### src/rtl/fifo_mem_mode.sv
// ============================================================================
// Module   : fifo_mem_mode
// Brief    : Synchronous FIFO with registered-read or first-word-fall-through
//            output, occupancy flags and sticky overflow/underflow errors.
// Revision : 1.0 - initial release
// ============================================================================
`default_nettype none

module fifo_mem_mode #(
    parameter int DATA_WIDTH         = 16,
    parameter int OSTD_NUM           = 8,
    parameter int THRESHOLD_VALUE    = OSTD_NUM / 2,
    parameter int ALMOST_EMPTY_VALUE = 1,
    parameter int FWFT               = 0
) (
    input  logic                        clk_in,
    input  logic                        areset_b,
    input  logic                        flush,
    input  logic                        err_clr,
    input  logic                        trans_write,
    input  logic [DATA_WIDTH-1:0]       data_in,
    input  logic                        trans_read,
    output logic [DATA_WIDTH-1:0]       data_out,
    output logic                        data_valid,
    output logic [$clog2(OSTD_NUM):0]   count,
    output logic                        full_ind,
    output logic                        empty_ind,
    output logic                        threshold_ind,
    output logic                        almost_empty_ind,
    output logic                        overflow_ind,
    output logic                        underflow_ind
);

    localparam int c_ptr_w = $clog2(OSTD_NUM);
    localparam int c_cnt_w = c_ptr_w + 1;

    localparam logic [c_cnt_w-1:0] c_full_lvl   = c_cnt_w'(OSTD_NUM);
    localparam logic [c_cnt_w-1:0] c_thresh_lvl = c_cnt_w'(THRESHOLD_VALUE);
    localparam logic [c_cnt_w-1:0] c_aempty_lvl = c_cnt_w'(ALMOST_EMPTY_VALUE);

    logic [DATA_WIDTH-1:0] r_mem [OSTD_NUM];
    logic [c_ptr_w-1:0]    r_wr_ptr;
    logic [c_ptr_w-1:0]    r_rd_ptr;
    logic [c_cnt_w-1:0]    r_count;
    logic                  r_overflow;
    logic                  r_underflow;

    logic w_wr_en;
    logic w_rd_en;
    logic w_wr_err;
    logic w_rd_err;
    logic [DATA_WIDTH-1:0] w_head;

    // Flags come straight from the registered count, so they track reset
    // immediately through the asynchronous clear of r_count.
    assign full_ind         = (r_count == c_full_lvl);
    assign empty_ind        = (r_count == '0);
    assign threshold_ind    = (r_count >= c_thresh_lvl);
    assign almost_empty_ind = (r_count <= c_aempty_lvl);
    assign count            = r_count;
    assign overflow_ind     = r_overflow;
    assign underflow_ind    = r_underflow;

    assign w_wr_en  = trans_write && !full_ind  && !flush;
    assign w_rd_en  = trans_read  && !empty_ind && !flush;
    assign w_wr_err = trans_write &&  full_ind  && !flush;
    assign w_rd_err = trans_read  &&  empty_ind && !flush;
    assign w_head   = r_mem[r_rd_ptr];

    // Storage is deliberately not reset; the cleared count keeps it unreadable.
    always_ff @(posedge clk_in) begin
        if (w_wr_en) begin
            r_mem[r_wr_ptr] <= data_in;
        end
    end

    always_ff @(posedge clk_in or negedge areset_b) begin
        if (!areset_b) begin
            r_wr_ptr <= '0;
            r_rd_ptr <= '0;
            r_count  <= '0;
        end else if (flush) begin
            r_wr_ptr <= '0;
            r_rd_ptr <= '0;
            r_count  <= '0;
        end else begin
            if (w_wr_en) begin
                r_wr_ptr <= r_wr_ptr + c_ptr_w'(1);
            end
            if (w_rd_en) begin
                r_rd_ptr <= r_rd_ptr + c_ptr_w'(1);
            end
            case ({w_wr_en, w_rd_en})
                2'b10:   r_count <= r_count + c_cnt_w'(1);
                2'b01:   r_count <= r_count - c_cnt_w'(1);
                default: r_count <= r_count;
            endcase
        end
    end

    // Sticky errors: a new error on the same edge as err_clr stays set.
    always_ff @(posedge clk_in or negedge areset_b) begin
        if (!areset_b) begin
            r_overflow  <= 1'b0;
            r_underflow <= 1'b0;
        end else if (flush) begin
            r_overflow  <= 1'b0;
            r_underflow <= 1'b0;
        end else begin
            if (w_wr_err) begin
                r_overflow <= 1'b1;
            end else if (err_clr) begin
                r_overflow <= 1'b0;
            end
            if (w_rd_err) begin
                r_underflow <= 1'b1;
            end else if (err_clr) begin
                r_underflow <= 1'b0;
            end
        end
    end

    generate
        if (FWFT != 0) begin : g_fwft
            assign data_out   = empty_ind ? '0 : w_head;
            assign data_valid = !empty_ind;
        end else begin : g_reg_read
            logic [DATA_WIDTH-1:0] r_data_out;
            logic                  r_data_valid;

            always_ff @(posedge clk_in or negedge areset_b) begin
                if (!areset_b) begin
                    r_data_out   <= '0;
                    r_data_valid <= 1'b0;
                end else if (flush) begin
                    r_data_out   <= '0;
                    r_data_valid <= 1'b0;
                end else begin
                    r_data_valid <= w_rd_en;
                    if (w_rd_en) begin
                        r_data_out <= w_head;
                    end
                end
            end

            assign data_out   = r_data_out;
            assign data_valid = r_data_valid;
        end
    endgenerate

endmodule

`default_nettype wire

### config.mk
export PLATFORM = sky130hd
export DESIGN_NAME = fifo_mem_mode
export DESIGN_NICKNAME = d
export VERILOG_FILES = /design/src/rtl/fifo_mem_mode.sv
export SDC_FILE = /design/constraint.sdc
export NUM_CORES = 1
export LEC_CHECK = 0
export CAP_MARGIN = 0
export CORE_ASPECT_RATIO = 1.1
export CORE_MARGIN = 2
export CORE_UTILIZATION = 30
export DETAILED_ROUTE_END_ITERATION = 6
export PLACE_DENSITY = 0.49
export SLEW_MARGIN = 40
export SYNTH_ARGS = -nofsm -noshare
export SYNTH_HDL_FRONTEND = slang
export SYNTH_SLANG_ARGS = --single-unit
### constraint.sdc
create_clock -name clk_in -period 9.6 [get_ports clk_in]
set_clock_uncertainty 0.05 [all_clocks]
set_input_delay 0.96 -clock clk_in [delete_from_list [all_inputs] [get_ports clk_in]]
set_output_delay 0.96 -clock clk_in [all_outputs]
set_load 0.02 [all_outputs]
# Word level (Yosys, flattened, before mapping)
# Memory sizes are Yosys's and may differ from the RTL's.
# Cells that the tools add are included.
# W data, S select, Z words.
# word_totals
in_bits	22
word_cells	50
ram_bits	128
ff_bits	29
n_memories	1
# op_classes
reduce_logical	17
mux	16
magnitude_cmp	2
add_sub_neg	4
eq_ne	3
# mem_list
name	words	word_bits	read_ports	rd_ports_with_merged_regs	wr	line_no	rtl
r_mem	8	16	1	0	1	41	logic [DATA_WIDTH-1:0] r_mem [OSTD_NUM];
# op_table
op	n
$mux W16	2
$mux W3	4
$reduce_bool A3 Y1	3
$logic_and A1 B1 Y1	8
$mux W1	8
$pmux W4 S2	1
$add A3 B1 Y3 const B	2
$add A4 B1 Y4 const B	1
$eq A4 B4 Y1 const B	1
$ge A4 B3 Y1 const B	1
$le A4 B1 Y1 const B	1
$logic_not A4 Y1	1
$mux W4	1
$reduce_bool A2 Y1	2
$sub A4 B1 Y4 const B	1
$logic_not A1 Y1	3
$eq A2 B1 Y1 const B	1
$eq A2 B2 Y1 const B	1

# Logic depth before layout (Yosys ltp)
# logic_depth
depth_word	7
ltp_mapped	8
ltp_nobuf	7

# Worst setup path before layout
# OpenSTA, ideal clock, no wires.
# synth_timing
path_kind	input to register
startpoint	input port trans_write
endpoint	memory r_mem[0][0], enable pin
required_time_ns	9.141
arrival_ns	2.823
setup_time_ns	0.409
path_buffers	1
cell_stages	4
path_slack_ns	6.318
cell_sequence	clkbuf_1 > nand2b_1 > or3_1 > nor3_1
# synth_between
elab_chain_cells	4
# synth_lines
item	line_no	rtl
start: declaration	20	input logic trans_write,
$logic_and A1 B1 Y1 (2 in series)	64	assign w_wr_en = trans_write && !full_ind && !flush;
$mux W1	72	if (w_wr_en) begin
$mux W1 (implied by the code)	73	r_mem[r_wr_ptr] <= data_in;
end: declaration	41	
# Every way passes these cells.

# Final worst setup path
# layout_timing
startpoint	register r_count[1] (netlist: count[1])
endpoint	output port empty_ind
# layout_between
elab_chain_cells	1
# layout_lines
item	line_no	rtl
start: declaration	44	logic [c_cnt_w-1:0] r_count;
start signal: assignment	94	2'b10: r_count <= r_count + c_cnt_w'(1);
start signal: assignment	95	2'b01: r_count <= r_count - c_cnt_w'(1);
start signal: assignment	96	default: r_count <= r_count;
$logic_not A4 Y1	57	assign empty_ind = (r_count == '0);
end: declaration	27	output logic empty_ind,
# Every way passes these cells.

==> Flow_metrics.wiki <==
{| class="wikitable"
! Metric !! Value
|-
| Result of the run || completed
|-
| Register area share after synthesis || 72.3%
|-
| Critical path capture point type || output port
|-
| Standard-cell row count || 55
|-
| Dominant cell type by count on the critical path || sky130_fd_sc_hd__inv_1
|-
| Antenna diode count || 0
|-
| Number of optimization iterations in the first detailed-route pass || 5
|-
| Cell types occupying the most area after synthesis || sky130_fd_sc_hd__edfxtp_1 61%, sky130_fd_sc_hd__dfrtp_1 11%, sky130_fd_sc_hd__mux2_2 6.1%
|-
| Antenna violation net count after detailed routing || 0
|-
| Syn Std Cell Area || 6320 um^2
|-
| Post-synth EDFFs || between 100 and 150
|-
| Y dimension of the die || 156 um
|-
| Nets@finish || 467
|-
| GR Overflow Total || 0
|-
| Number of CTS-inserted buffers || 17
|-
| Hold EP || data_out[10]$_DFFE_PN0P_
|-
| DRC errors left || 0
|-
| Worst reg2reg path endpoint || r_mem[1][0]$_DFFE_PP_
|-
| Area growth from synthesis to layout || 22.5%
|-
| Number of post-CTS setup repair buffers || 0
|-
| Startpoint of the most critical register-to-register path || count[0]$_DFFE_PN0P_
|-
| Synth top area share || between 60 and 70%
|-
| Setup repair after global routing missed its margin || no
|-
| Mean number of vias per cell || 4.91
|-
| Width of the die || 142 um
|-
| Slowest cell on the critical path || sky130_fd_sc_hd__clkdlybuf4s50_1
|-
| Average cell area after synthesis || ~17 um^2
|-
| Count of placed standard cells in the final layout, fillers left out || around 710
|-
| Number of global-route vias before repair || around 3.7k
|-
| CTS clock-pin slew for the worst setup and hold paths || 60 ps
|-
| Total routing resource utilization after global routing || between 10% and 20%
|-
| Int Power || 1.43 mW
|-
| FILL cells || 1932
|-
| Maximum level of the CTS H-tree || 4
|-
| Total routed wirelength || between 10000 and 15000 um
|-
| Headroom to the max-slew limit || 48.8%
|-
| Core Region || 20600 um^2
|-
| Number of input and output port buffers inserted || 48
|-
| Largest net degree at the start of global routing || 51
|-
| Cell depth of the worst hold path || 2
|-
| Critical path class || register to output port
|-
| TritonCTS clock tree || built
|-
| Number of cells traversed by the worst register-to-register path || 8
|-
| Number of antenna violations at the first check in global routing || 0
|-
| Min Hold Slack || 438 ps
|-
| Via count of the routed design || approximately 3.5k
|-
| Maximum fanout encountered on the critical timing path || 9
|-
| Worst IR Drop VDD || 0.121 mV
|-
| Combinational power share || a little over a quarter
|-
| Switching Share || ~29%
|-
| Final Setup Violations || 0
|-
| Initial drt markers || between 200 and 250
|-
| Flop and latch count out of synthesis || roughly 160
|-
| Largest area contributor in the netlist || sky130_fd_sc_hd__edfxtp_1
|-
| Cells resized by post-CTS repair || 0
|-
| Count of boundary I/O pins || 49
|-
| Number of sinks handled by clock tree synthesis || 157
|-
| Maximum clock path buffer count || 2
|-
| Clock group share of total power || 32.6%
|-
| Proportion of power drawn by flip-flops and latches || 40.9%
|-
| Async set or reset register ratio after synthesis || 18.5%
|-
| Synthesized instance count || 378
|-
| Switch Pwr || 0.583 mW
|-
| Fmax || 281 MHz
|-
| Inst Count DP || 676
|-
| Shortest clock period the worst path allows after layout || between 3000 and 4000 ps
|-
| Post-route core utilization || 37.5%
|-
| Crit path arrival time || between 2000 and 3000 ps
|-
| Later-pin clock latency in the skew report || 430 ps
|-
| Power per standard cell area || 260 nW/um^2
|-
| First-pass GRT wire length || around 22000 um
|-
| Biggest cell delay along the critical path || 610 ps
|-
| Area enclosed by the die boundary || 22300 um^2
|-
| LEAKAGE || 2.63 nW
|-
| Number of max-slew violations in the final report || 0
|-
| Root buffer selected by CTS || sky130_fd_sc_hd__clkbuf_16
|-
| Hold Buf Count CTS || 0
|-
| Startpoint of the tightest hold check path || data_out[10]$_DFFE_PN0P_
|-
| Mean routed wirelength per cell || 19.9 um
|-
| Category of the worst setup path launch point || register
|-
| Total number of yosys warnings || 0
|-
| Maxcap violations || 0
|-
| Prevailing post-synth register cell || sky130_fd_sc_hd__edfxtp_1
|-
| Share of final-layout standard cells stronger than drive strength 1 || around 23%
|-
| Cell chain of the critical path || inv_1, ha_1, or3b_1, inv_1, clkdlybuf4s50_1
|-
| Initial standard-cell utilization of the core || 30.6%
|-
| Class of the tightest hold or removal check || register to register
|-
| Syn_nets || 406
|-
| Number of library cell types mapped by synthesis || 39
|-
| Last weighted congestion value of the routability-driven placer || 0.734
|-
| Total Neg Setup Slack || 0 ps
|-
| Worst-margin pin slew || 768 ps
|-
| Final Hold Vio Count || 0
|-
| Data required time at the worst endpoint || 8590 ps
|-
| Worst reg-to-reg setup slack || 6740 ps
|-
| Share of the clock period used by the worst path after layout || 37.1%
|-
| DP HPWL || 8510 um
|}
==> kinds of logic after synthesis <==
group | count (synthesis) | synth area share [%]
AND/OR/NAND/NOR | 84 | 6.59
AO/OA/AOI/OAI | 48 | 5.19
XOR/XNOR | 6 | 0.831
flip-flops | 157 | 72.3
adder cells (fa/ha/maj) | 6 | 1.19
buffers and inverters | 26 | 1.94
multiplexers | 51 | 12.0
==> cell usage after synthesis, types with 4 or more instances <==
library cell	number
sky130_fd_sc_hd__mux4_2	16
sky130_fd_sc_hd__nand2_1	25
sky130_fd_sc_hd__mux2_2	34
sky130_fd_sc_hd__o22ai_1	16
sky130_fd_sc_hd__nand2b_1	5
sky130_fd_sc_hd__nor3_1	4
sky130_fd_sc_hd__nor2_1	19
sky130_fd_sc_hd__dfrtp_1	29
sky130_fd_sc_hd__edfxtp_1	128
sky130_fd_sc_hd__a21oi_1	5
sky130_fd_sc_hd__o31ai_1	16
sky130_fd_sc_hd__nor2b_1	16
sky130_fd_sc_hd__nand3_1	4
sky130_fd_sc_hd__clkbuf_1	9
sky130_fd_sc_hd__buf_2	8
sky130_fd_sc_hd__inv_1	7
sky130_fd_sc_hd__ha_1	6
==> placed cells by master, fill, tap and decap left out, types with 3 or more instances in the layout <==
cell type	synthesis	final
sky130_fd_sc_hd__a21oi_1	5	5
sky130_fd_sc_hd__buf_4	0	11
sky130_fd_sc_hd__buf_6	2	3
sky130_fd_sc_hd__clkbuf_16	0	17
sky130_fd_sc_hd__clkdlybuf4s50_1	0	47
sky130_fd_sc_hd__clkinv_4	0	4
sky130_fd_sc_hd__clkinvlp_4	0	5
sky130_fd_sc_hd__dfrtp_1	29	28
sky130_fd_sc_hd__edfxtp_1	128	128
sky130_fd_sc_hd__ha_1	6	6
sky130_fd_sc_hd__inv_1	7	7
sky130_fd_sc_hd__mux2_2	34	34
sky130_fd_sc_hd__mux4_2	16	16
sky130_fd_sc_hd__nand2_1	25	25
sky130_fd_sc_hd__nand2b_1	5	5
sky130_fd_sc_hd__nand3_1	4	4
sky130_fd_sc_hd__nor2_1	19	17
sky130_fd_sc_hd__nor2b_1	16	16
sky130_fd_sc_hd__o22ai_1	16	16
sky130_fd_sc_hd__o31ai_1	16	16
sky130_fd_sc_hd__xnor2_1	3	3
sky130_fd_sc_hd__xor2_1	3	3
==> how the worst max path moves through the flow <==
stage / start / to / cells past startpoint
after global placement: flush / r_mem[7][3]$_DFFE_PP_ / 6
after detailed placement: flush / r_mem[7][2]$_DFFE_PP_ / 6
after CTS: count[1]$_DFFE_PN0P_ / empty_ind / 5
after floorplan: trans_write / r_mem[0][0]$_DFFE_PP_ / 4
after global routing: count[0]$_DFFE_PN0P_ / empty_ind / 5
final: count[1]$_DFFE_PN0P_ / empty_ind / 5
==> worst max-delay path, delay by kind of cell (launching register included) <==
family / cells / cell delay [ps]
adders and majority gates: 1 / 250
and+or+nand+nor: 1 / 520
buffers and inverters: 3 / 890
DFF: 1 / 470
==> final cells by class <==
cell class	count	area, um^2	area share (%)
repair buffers	61	587	7.58
clock inverters	14	146	1.89
multi-input cells	195	1650	21.3
clock buffers	18	439	5.67
flip-flops and latches	157	4570	59.0
inverters	7	26.3	0.339
well taps	256	320	4.14
==> per-layer routing <==
| metal | share of wire, % | GRT usage (%) | up-vias |
|---|---|---|---|
| met5 | 0 | 0 | - |
| met4 | 1.3 | 4.81 | 0 |
| met3 | 4.0 | 3.52 | 15 |
| met2 | 48 | 20.7 | 81 |
| met1 | 46 | 18.2 | 1803 |
| li1 | - | - | 1579 |
==> flip-flops by register name (all words and copies together) (netlist names) <==
signal / cells
r_wr_ptr: 3
data_out: 16
overflow_ind: 1
r_mem: 128
underflow_ind: 1
count: 4
data_valid: 1
r_rd_ptr: 3
==> power by group through the flow <==
stage               combinational, mW  sequential (mW)  clock (mW)
detailed placement              0.540            0.837           0
finish                          0.534            0.823       0.656
floorplan                       0.323            0.866           0
global placement                0.525            0.836           0
CTS                             0.542            0.823       0.672
global route                    0.580            0.830       0.702
==> per-stage QoR <==
step	setup slack, ps	total power [mW]	cell area, um^2
floorplan	6320	1.19	6320
global placement	6090	1.36	7120
detailed placement	6010	1.38	7150
CTS	6010	2.04	7730
global route	5890	2.11	7740
finish	6040	2.01	7740
Power figures use the tool's default switching activity.
